`src/rtl/arb_defs.sv`:
```
// Shared definitions for the two-requester mux arbiter: FSM state encodings and datapath width.
package arb_defs;

  localparam int unsigned DATA_W = 8;

  typedef enum logic [1:0] {
    IDLE   = 2'b00,
    GRANT0 = 2'b01,
    GRANT1 = 2'b10
  } arb_state_e;

endpackage

```
`src/rtl/bit8_2to1mux.sv`:
```
// 8-bit 2:1 datapath mux; sel=0 passes a, sel=1 passes b.
module bit8_2to1mux (
  input  logic [7:0] a,
  input  logic [7:0] b,
  input  logic       sel,
  output logic [7:0] y
);

  assign y = sel ? b : a;

endmodule

```
`src/rtl/arb2_mux8_ctrl.sv`:
```
// Two-requester round-robin arbiter with bounded bursts driving a shared 8-bit mux and a
// one-entry registered output stage. Define ARB_FIXED_PRIO_EN to make requester 0 win IDLE ties.
module arb2_mux8_ctrl
  import arb_defs::*;
#(
  parameter int unsigned MAX_BURST = 4,
  parameter int unsigned CNT_W     = 3
) (
  input  logic              clk,
  input  logic              reset,
  input  logic              in0_valid,
  input  logic [DATA_W-1:0] in0_data,
  output logic              in0_ready,
  input  logic              in1_valid,
  input  logic [DATA_W-1:0] in1_data,
  output logic              in1_ready,
  output logic              out_valid,
  output logic [DATA_W-1:0] out_data,
  output logic              out_src,
  input  logic              out_ready,
  output logic              mux_sel
);

  arb_state_e        state;
  logic [CNT_W-1:0]  cnt;
  logic              last_served;
  // Masks the new grantee's ready for the one bubble cycle after a grant-to-grant switch.
  logic              hold;

  logic [DATA_W-1:0] mux_y;
  logic              stage_free;
  logic              xfer0, xfer1, xfer;
  logic              own_id, own_valid, own_xfer, other_valid;
  logic [CNT_W:0]    cnt_inc;
  logic              burst_done;
  logic [CNT_W-1:0]  cnt_sat;
  logic              tie_to_0;

  bit8_2to1mux u_mux (
    .a   (in0_data),
    .b   (in1_data),
    .sel (mux_sel),
    .y   (mux_y)
  );

  always_comb begin
    stage_free  = !out_valid || out_ready;
    in0_ready   = (state == GRANT0) && !hold && stage_free;
    in1_ready   = (state == GRANT1) && !hold && stage_free;
    xfer0       = in0_valid && in0_ready;
    xfer1       = in1_valid && in1_ready;
    xfer        = xfer0 || xfer1;
    own_id      = (state == GRANT1);
    own_valid   = own_id ? in1_valid : in0_valid;
    other_valid = own_id ? in0_valid : in1_valid;
    own_xfer    = own_id ? xfer1 : xfer0;
    cnt_inc     = {1'b0, cnt} + 1'b1;
    // >= rather than == so a contender arriving after saturation still forces a switch.
    burst_done  = cnt_inc >= (CNT_W+1)'(MAX_BURST);
    cnt_sat     = burst_done ? CNT_W'(MAX_BURST) : cnt_inc[CNT_W-1:0];
`ifdef ARB_FIXED_PRIO_EN
    tie_to_0    = 1'b1;
`else
    tie_to_0    = last_served;
`endif
  end

  always_ff @(posedge clk or posedge reset) begin
    if (reset) begin
      state       <= IDLE;
      cnt         <= '0;
      last_served <= 1'b1;
      hold        <= 1'b0;
      mux_sel     <= 1'b0;
      out_valid   <= 1'b0;
      out_data    <= '0;
      out_src     <= 1'b0;
    end else begin
      hold <= 1'b0;

      if (xfer) begin
        out_valid <= 1'b1;
        out_data  <= mux_y;
        out_src   <= mux_sel;
      end else if (out_ready) begin
        out_valid <= 1'b0;
      end

      unique case (state)
        IDLE: begin
          cnt <= '0;
          if (in0_valid && (!in1_valid || tie_to_0)) begin
            state   <= GRANT0;
            mux_sel <= 1'b0;
          end else if (in1_valid) begin
            state   <= GRANT1;
            mux_sel <= 1'b1;
          end
        end
        GRANT0, GRANT1: begin
          if (!own_valid) begin
            cnt         <= '0;
            last_served <= own_id;
            if (other_valid) begin
              state   <= own_id ? GRANT0 : GRANT1;
              mux_sel <= !own_id;
              hold    <= 1'b1;
            end else begin
              state   <= IDLE;
              mux_sel <= 1'b0;
            end
          end else if (own_xfer) begin
            if (burst_done && other_valid) begin
              state       <= own_id ? GRANT0 : GRANT1;
              mux_sel     <= !own_id;
              hold        <= 1'b1;
              cnt         <= '0;
              last_served <= own_id;
            end else begin
              cnt <= cnt_sat;
            end
          end
        end
        default: begin
          state   <= IDLE;
          mux_sel <= 1'b0;
        end
      endcase
    end
  end

endmodule

```
`config.mk`:
```
export PLATFORM = sky130hd
export DESIGN_NAME = arb2_mux8_ctrl
export DESIGN_NICKNAME = d
export VERILOG_FILES = /design/src/rtl/arb_defs.sv /design/src/rtl/bit8_2to1mux.sv /design/src/rtl/arb2_mux8_ctrl.sv
export SDC_FILE = /design/constraint.sdc
export NUM_CORES = 1
export LEC_CHECK = 0
export BUFFER_PORTS_ARGS = -buffer_cell sky130_fd_sc_hd__buf_2
export CORE_MARGIN = 4
export CORE_UTILIZATION = 52
export CTS_BUF_LIST = sky130_fd_sc_hd__clkbuf_8
export CTS_CLUSTER_DIAMETER = 50
export CTS_CLUSTER_SIZE = 28
export DETAILED_ROUTE_END_ITERATION = 8
export GPL_TIMING_DRIVEN = 0
export PLACE_DENSITY = 0.83
export SKIP_CTS_REPAIR_TIMING = 1
export SLEW_MARGIN = 10
export SYNTH_ARGS = -nofsm -noshare
export SYNTH_HDL_FRONTEND = slang
export SYNTH_SLANG_ARGS = --single-unit
```
`constraint.sdc`:
```
create_clock -name clk -period 3.06 [get_ports clk]
set_clock_uncertainty 0.1 [all_clocks]
set_input_delay 0.153 -clock clk [delete_from_list [all_inputs] [get_ports clk]]
set_output_delay 0.153 -clock clk [all_outputs]
set_load 0.02 [all_outputs]
```
==> metrics.md, run 1 <==
| Metric | Value |
|---|---|
| Rows | `16` |
| Final WS setup | `0.3958 ns` |
| Filler cells | `165` |
| Final Hold Fails | `0` |
| Port Buffer Count | `31` |
| Period utilization | `87.06%` |
| Cells after Synth | `107` |
| DIE AREA | `0.002810 mm2` |
| Final Critical Period | `2.664 ns` |
| Status | `complete, no violations` |
| Placement Setup Slack | `0.4117 ns` |
| Chip width | `53.01 um` |
| Synthesized net count | `133` |
| Yosys warnings | `0` |
| Worst Max-Slew Pin Slew | `0.6522 ns` |
| CP Class | `flip-flop to flip-flop` |
| Net count reported at finish | `170` |
| Multiplexer share of the synthesized area | `11.64%` |
| Peak VDD IR | `0.6862 mV` |
| Relative slew margins | `56.52%` |
| Layout cells sized above 1 | `35.66%` |
| Worst endpoint data arrival time | `2.71 ns` |
| Unrepaired setup endpoints after global routing | `no` |
| Power Density | `1009 mW/mm2` |
| DR vias/cell | `5.424` |
| Critical path origin | `mux_sel` |
| TNS Setup | `0 ns` |
| Maximum buffer depth of the clock tree | `2` |
| Total of max-cap violations | `0` |
| Finished Layout Cells | `170` |
| Initial antenna violation count | `0` |
| Max Fclk | `0.3754 GHz` |
| Syn Std Cell Area | `0.001054 mm2` |
| DP HPWL | `1.686 mm` |
| Synth Area in Compound Gates | `19.00%` |
| Seq/Total Area, Yosys | `40.50%` |
| Drt first pass iters | `6` |
| R2R Path Start | `mux_sel` |
| Routability cong. | `0.7776` |
| Adder and majority gate portion of the synthesized area | `5.938%` |
| Root Buffer | `clkbuf_8` |
| Worst skew pair latency | `0.26 ns` |
| Chip height | `53.01 um` |
| Area of the multi-input gates | `565.5 um2` |
| Iteration-0 DRC count of the detailed router | `19` |
| Hold Path Depth | `3` |
| Clk sinks | `17` |
| Final ANT Viol Nets | `0` |
| Cell area after layout | `0.001299 mm2` |
| Core ar. | `0.001942 mm2` |
| R2r endpoint | `state[0]` |
| Worst-path fanout max | `10` |
| Area Overhead vs Synth | `23.28%` |
| Ys async rst share | `100.0%` |
| Number of enable flip-flop cells after synthesis | `0` |
| Placed inst area | `0.001242 mm2` |
| Storage cell area | `426.7 um2` |
| H-tree depth | `1` |
| Avg WL per Cell | `13.08 um` |
| # IOs | `34` |
| Total CTS buffers | `3` |
| Worst hold path endpoint | `out_data[6]` |
| CP endpoint kind | `flip-flop` |
| Worst setup SP type | `flip-flop` |
| ANT cells | `0` |
| Reg clk slew, reported paths | `0.07 ns` |
| Via count | `922` |
| R2R cell count | `8` |
| Post-synthesis cell type count | `37` |
| Critical Path RT | `3.10 ns` |
| Final setup viols | `0` |
| DRC | `0` |
| Starting Density | `54.25%` |
| Vias in the first global route | `875` |
| First-pass GRT wire length | `3.732 mm` |
| R2r setup slk | `0.40 ns` |
| Min-Delay Path Class | `primary input to flip-flop` |
| #FFs+latches synth | `17` |
| Most used flip-flop cell after synthesis | `dfrtp_1` |
| Worst hold start | `in0_data[6]` |
| Global-route usage over all layers | `18.50%` |
| Grt ovf | `0` |
| Xor/xnor cell area share of the yosys netlist | `0%` |
| Largest family of logic cells by synthesized area | `compound AO/OA/AOI/OAI gates` |
| Largest net degree at the start of global routing | `18` |
| CTS tree | `done` |
| Dpl cells | `165` |
| Leakage | `0.6375 nW` |
| Total Routed Length | `2.223 mm` |
| Average cell area after synthesis | `9.846 um2` |
| Max-slew violation count | `0` |
| Synth Area in Simple Gates | `17.10%` |
worst max-delay path: stages, from the launching register on:
cell      delay, ns
dfrtp_1        0.39
clkbuf_1       0.52
inv_1          0.20
ha_1           0.35
and3_1         0.20
o21ai_1        0.13
o31ai_1        0.09
a31oi_2        0.22
mux2_1         0.34
logic make-up after synthesis:
group | after synthesis
simple gates | 34
compound gates | 29
flops | 17
mux | 12
buf+inv | 10
fa+ha+maj | 5
flip-flops by register name, summed over array words and instances, names as in the netlist:
signal and count:
state 1, cnt 3, last_served 1, hold 1, mux_sel 1, out_src 1, out_data 8, out_valid 1
worst max-delay path by stage:
stage / to / cells past startpoint / slack, ns
finish: state[0] / 8 / 0.40
global route: state[0] / 8 / 0.16
CTS: state[0] / 8 / 0.39
detailed placement: state[0] / 8 / 0.41
global placement: state[0] / 8 / 0.46
floorplan: state[0] / 8 / 0.58
power breakdown:
group | total, mW | leakage, nW | switching, mW | internal (mW)
logic | 0.753 | 0.409 | 0.440 | 0.313
clock network | 0.173 | 0.0255 | 0.0829 | 0.0906
registers | 0.384 | 0.203 | 0.0608 | 0.323
layout by cell type (no fill, tap or decap), types with 3 or more instances in the layout:
cell type  count
buf_2         32
nand2_1        4
mux2i_1       10
nor2_1        13
a21oi_1       14
inv_1          4
ha_1           5
dfrtp_1       16
clkbuf_8       3
nand2b_1       3
per-stage QoR:
| step | power (mW) | util [%] | hold slack [ns] |
|---|---|---|---|
| after floorplan | 0.9533 | - | -0.02166 |
| after global placement | 1.115 | 63.98 | 0.1663 |
| after detailed placement | 1.140 | 63.98 | 0.1864 |
| after CTS | 1.318 | 66.37 | -0.1013 |
| after global routing | 1.414 | 66.88 | 0.1023 |
| final | 1.311 | 66.88 | 0.09125 |
routing by layer:
layer,vias up,track usage [%],wire [um]
met3,5,7.042,169
met4,0,7.234,29
met1,439,22.12,926
li1,447,-,-
met2,31,29.75,1097
met5,-,0,0
final cells by class:
class | instances | area share, %
repair buffers | 32 | 12.72
well taps | 27 | 2.601
clock inverters | 1 | 0.3854
flip-flops and latches | 17 | 32.85
plain buffers | 6 | 3.565
clock buffers | 3 | 3.179
inverters | 4 | 1.156
multi-input cells | 80 | 43.55
cell usage after synthesis (2+ instances only):
library cell / n / share of area [%]
a21oi_2: 2 / 1.7
a22o_1: 2 / 1.7
buf_6: 2 / 2.1
nand2_1: 4 / 1.4
and3_1: 2 / 1.2
inv_1: 4 / 1.4
o21ai_0: 2 / 0.95
nor2_1: 13 / 4.6
nand2b_1: 3 / 1.8
a21oi_1: 14 / 6.7
and2_1: 2 / 1.2
ha_1: 5 / 5.9
nor3_1: 2 / 0.95
nand2_2: 2 / 1.2
buf_4: 2 / 1.4
mux2i_1: 10 / 9.5
dfrtp_1: 16 / 38
No activity file was read; power rests on OpenSTA's default activity.
==> run 2, diff against run 1 <==
PLACE_DENSITY = 0.82   (was 0.83)
SYNTH_HIERARCHICAL = 1   (was default)
==> metrics.md, run 2 <==
| Metric | Value |
|---|---|
| Status | `complete, no violations` |
| Internal | `802.9 uW (+11%)` |
| Part of the power in registers | `29.3% (about the same)` |
| Placement Setup Slack | `0.8728 ns (+0.4611 ns)` |
| Max reg flops | `8 (unchanged)` |
| Core ar. | `0.001942 mm2 (unchanged)` |
| Power Density | `1035 mW/mm2 (+2.5%)` |
| Average cell area after synthesis | `11.65 um2 (+18%)` |
| Peak VDD IR | `0.5602 mV (-18%)` |
| Crit-path leading delay family | `simple AND/OR/NAND/NOR gates` |
| DIE AREA | `0.002824 mm2 (+0.51%)` |
| Reg clk slew, reported paths | `0.06 ns (about the same)` |
| Clk sinks | `17 (unchanged)` |
| Final ANT Viol Nets | `0 (unchanged)` |
| Area Overhead vs Synth | `23.97%` |
| Worst-path fanout max | `7 (-3)` |
| CP endpoint kind | `flip-flop` |
| Yosys warnings | `6 (+6)` |
| Chip width | `53.15 um (+0.25%)` |
| Combinational power share | `59.1% (+1.6 points)` |
| Final Hold Fails | `0 (unchanged)` |
| Max-slew violation count | `0 (unchanged)` |
| Final setup viols | `0 (unchanged)` |
| CTS tree | `done` |
| Relative slew margins | `59.33% (+2.8 points)` |
| Root Buffer | `clkbuf_8` |
| Worst path bufs/invs | `0 (-2)` |
| Crit path largest cell delay | `0.46 ns (-0.06 ns)` |
| Top Registers | `out_data (8), cnt (3)` |
| Post-synthesis cell type count | `31 (-16%)` |
| Seq/Total Area, Yosys | `40.26% (-0.24 points)` |
| CP Class | `flip-flop to flip-flop` |
| CP max-delay cell | `dfrtp_1` |
| Worst skew pair latency | `0.25 ns (about the same)` |
| Ys async rst share | `100.0% (unchanged)` |
| DP HPWL | `1.705 mm (+1.1%)` |
| Max Fclk | `0.4533 GHz (+21%)` |
| Starting Density | `54.57% (+0.32 points)` |
| Number of enable flip-flop cells after synthesis | `0 (unchanged)` |
| ANT cells | `0 (unchanged)` |
| Most common cell in the netlist | `dfrtp_1` |
| Synthesized net count | `117 (-12%)` |
| Maximum buffer depth of the clock tree | `2 (unchanged)` |
| Most common cell after layout, fill and taps aside | `buf_2` |
| Cells after Synth | `91 (-15%)` |
| Register bank with the most flops | `out_data` |
| #FFs+latches synth | `17 (unchanged)` |
| Iteration-0 DRC count of the detailed router | `19 (unchanged)` |
| Unrepaired setup endpoints after global routing | `no` |
| Grt ovf | `0 (unchanged)` |
| Total of max-cap violations | `0 (unchanged)` |
| Most used flip-flop cell after synthesis | `dfrtp_1` |
| Drt first pass iters | `4 (-2)` |
| Period utilization | `72.10% (-15 points)` |
| Net Sw Frac | `40.94% (-3.6 points)` |
| Syn Std Cell Area | `0.001060 mm2 (+0.59%)` |
| Area share of the largest cell type after synthesis | `37.78% (-0.22 points)` |
| H-tree depth | `1 (unchanged)` |
| Total Routed Length | `2.068 mm (-7.0%)` |
| Final Critical Period | `2.206 ns (-0.4580 ns)` |
| Vias in the first global route | `814 (-7.0%)` |
| Total CTS buffers | `3 (unchanged)` |
| Worst Max-Slew Pin Slew | `0.6094 ns (-0.04274 ns)` |
| Yosys top cell by area | `dfrtp_1` |
| Synth area leaders | `dfrtp_1 (38%), mux2_2 (15%), mux2_4 (11%)` |
| DRC | `0 (unchanged)` |
| Critical-path cell list | `ha_1 > and2_4 > o21ai_1 > a21oi_1 > nor4_2 > mux2_2` |
| Critical Path RT | `3.09 ns (about the same)` |
| Port Buffer Count | `33 (+6.5%)` |
| Min-Delay Path Class | `primary input to flip-flop` |
| Global-route usage over all layers | `17.56% (-0.94 points)` |
| Avg WL per Cell | `13.26 um (+1.4%)` |
| DR vias/cell | `5.321 (-1.9%)` |
| Via count | `830 (-10%)` |
| Initial antenna violation count | `0 (unchanged)` |
| Final WS setup | `0.8538 ns (+0.4580 ns)` |
| Clock power frac | `11.5% (-1.7 points)` |
| Worst setup SP type | `flip-flop` |
| First-pass GRT wire length | `3.491 mm (-6.5%)` |
| Worst endpoint data arrival time | `2.24 ns (-0.47 ns)` |
| Chip height | `53.15 um (+0.25%)` |
| Largest net degree at the start of global routing | `18 (unchanged)` |
| Net count reported at finish | `156 (-8.2%)` |
| Leakage | `0.6639 nW (+4.1%)` |
| Net Sw Power | `556.4 uW (-4.7%)` |
| TNS Setup | `0 ns (unchanged)` |
| Top post-synthesis cells by count | `dfrtp_1 (16), mux2_2 (14), mux2_4 (8)` |
| Routability cong. | `0.8151 (+4.8%)` |
| Layout cells sized above 1 | `51.94% (+16 points)` |
| Commonest non-fill, non-tap cells in the layout | `buf_2 (33), dfrtp_1 (16), mux2_2 (14)` |
| Rows | `16 (unchanged)` |
| # IOs | `34 (unchanged)` |
-- run 2: final timing paths --
path / startpoint / endpoint / slack [ns] / depth (start not counted)
min in group asynchronous: reset / out_data[1] / 0.42 / 3
setup / recovery: mux_sel / mux_sel / 0.85 / 6
hold / removal: in0_valid / last_served / 0.1 / 3
hold reg to reg: out_data[7] / out_data[7] / 0.40 / 1
max in group asynchronous: reset / out_data[0] / 2.05 / 3
setup reg to reg: mux_sel / mux_sel / 0.85 / 6
-- run 2: worst register-to-register path: cells and delay by family, from the launching register on --
kind / cells / cell delay [ns]
DFF: 1 / 0.46
muxes: 1 / 0.38
and+or+nand+nor: 2 / 0.47
AOI/OAI and AO/OA: 2 / 0.37
adders and majority gates: 1 / 0.32
-- run 2: metrics by stage --
| step | hold WS (ns) | total power [mW] | std cells | area, um2 | utilization (%) |
|---|---|---|---|---|---|
| 2_1_floorplan | -0.02166 | 1.009 | 91 | 1060 | - |
| 3_3_place_gp | 0.1560 | 1.173 | 151 | 1259 | 64.82 |
| 3_5_place_dp | 0.1676 | 1.211 | 151 | 1259 | 64.82 |
| 4_1_cts | -0.1112 | 1.375 | 155 | 1304 | 67.14 |
| 5_1_grt | 0.1202 | 1.468 | 156 | 1314 | 67.65 |
| 6_report | 0.09766 | 1.359 | 156 | 1314 | 67.65 |
-- run 2: area by class of cell --
class,instances,area [um2]
fill,162,628.1
multi-input combinational,66,595.6
sequential,17,426.7
timing repair buffer,34,175.2
clock buffer,3,41.29
tap,27,33.78
inverter,7,26.28
buffer,1,11.26
clock inverter,1,3.754
-- run 2: kinds of logic after synthesis --
kind of cell / share of synthesized area, %
buffers and inverters: 3.542
adder cells (fa/ha/maj): 5.903
AND/OR/NAND/NOR: 12.75
multiplexers: 26.21
flip-flops: 40.26
AO/OA/AOI/OAI: 11.33
-- run 2: power groups by stage --
stage / clock, mW / sequential (mW) / combinational (mW)
2_1_floorplan: 0 / 0.486 / 0.524
3_3_place_gp: 0 / 0.394 / 0.779
3_5_place_dp: 0 / 0.403 / 0.807
4_1_cts: 0.165 / 0.401 / 0.809
5_1_grt: 0.177 / 0.415 / 0.875
6_report: 0.157 / 0.399 / 0.804
-- run 2: metal layers --
metal / share of wire (%) / track usage [%]
met5: 0 / 0
met4: 2.6 / 11.91
met3: 7.6 / 3.944
met2: 52 / 30.99
met1: 38 / 18.26
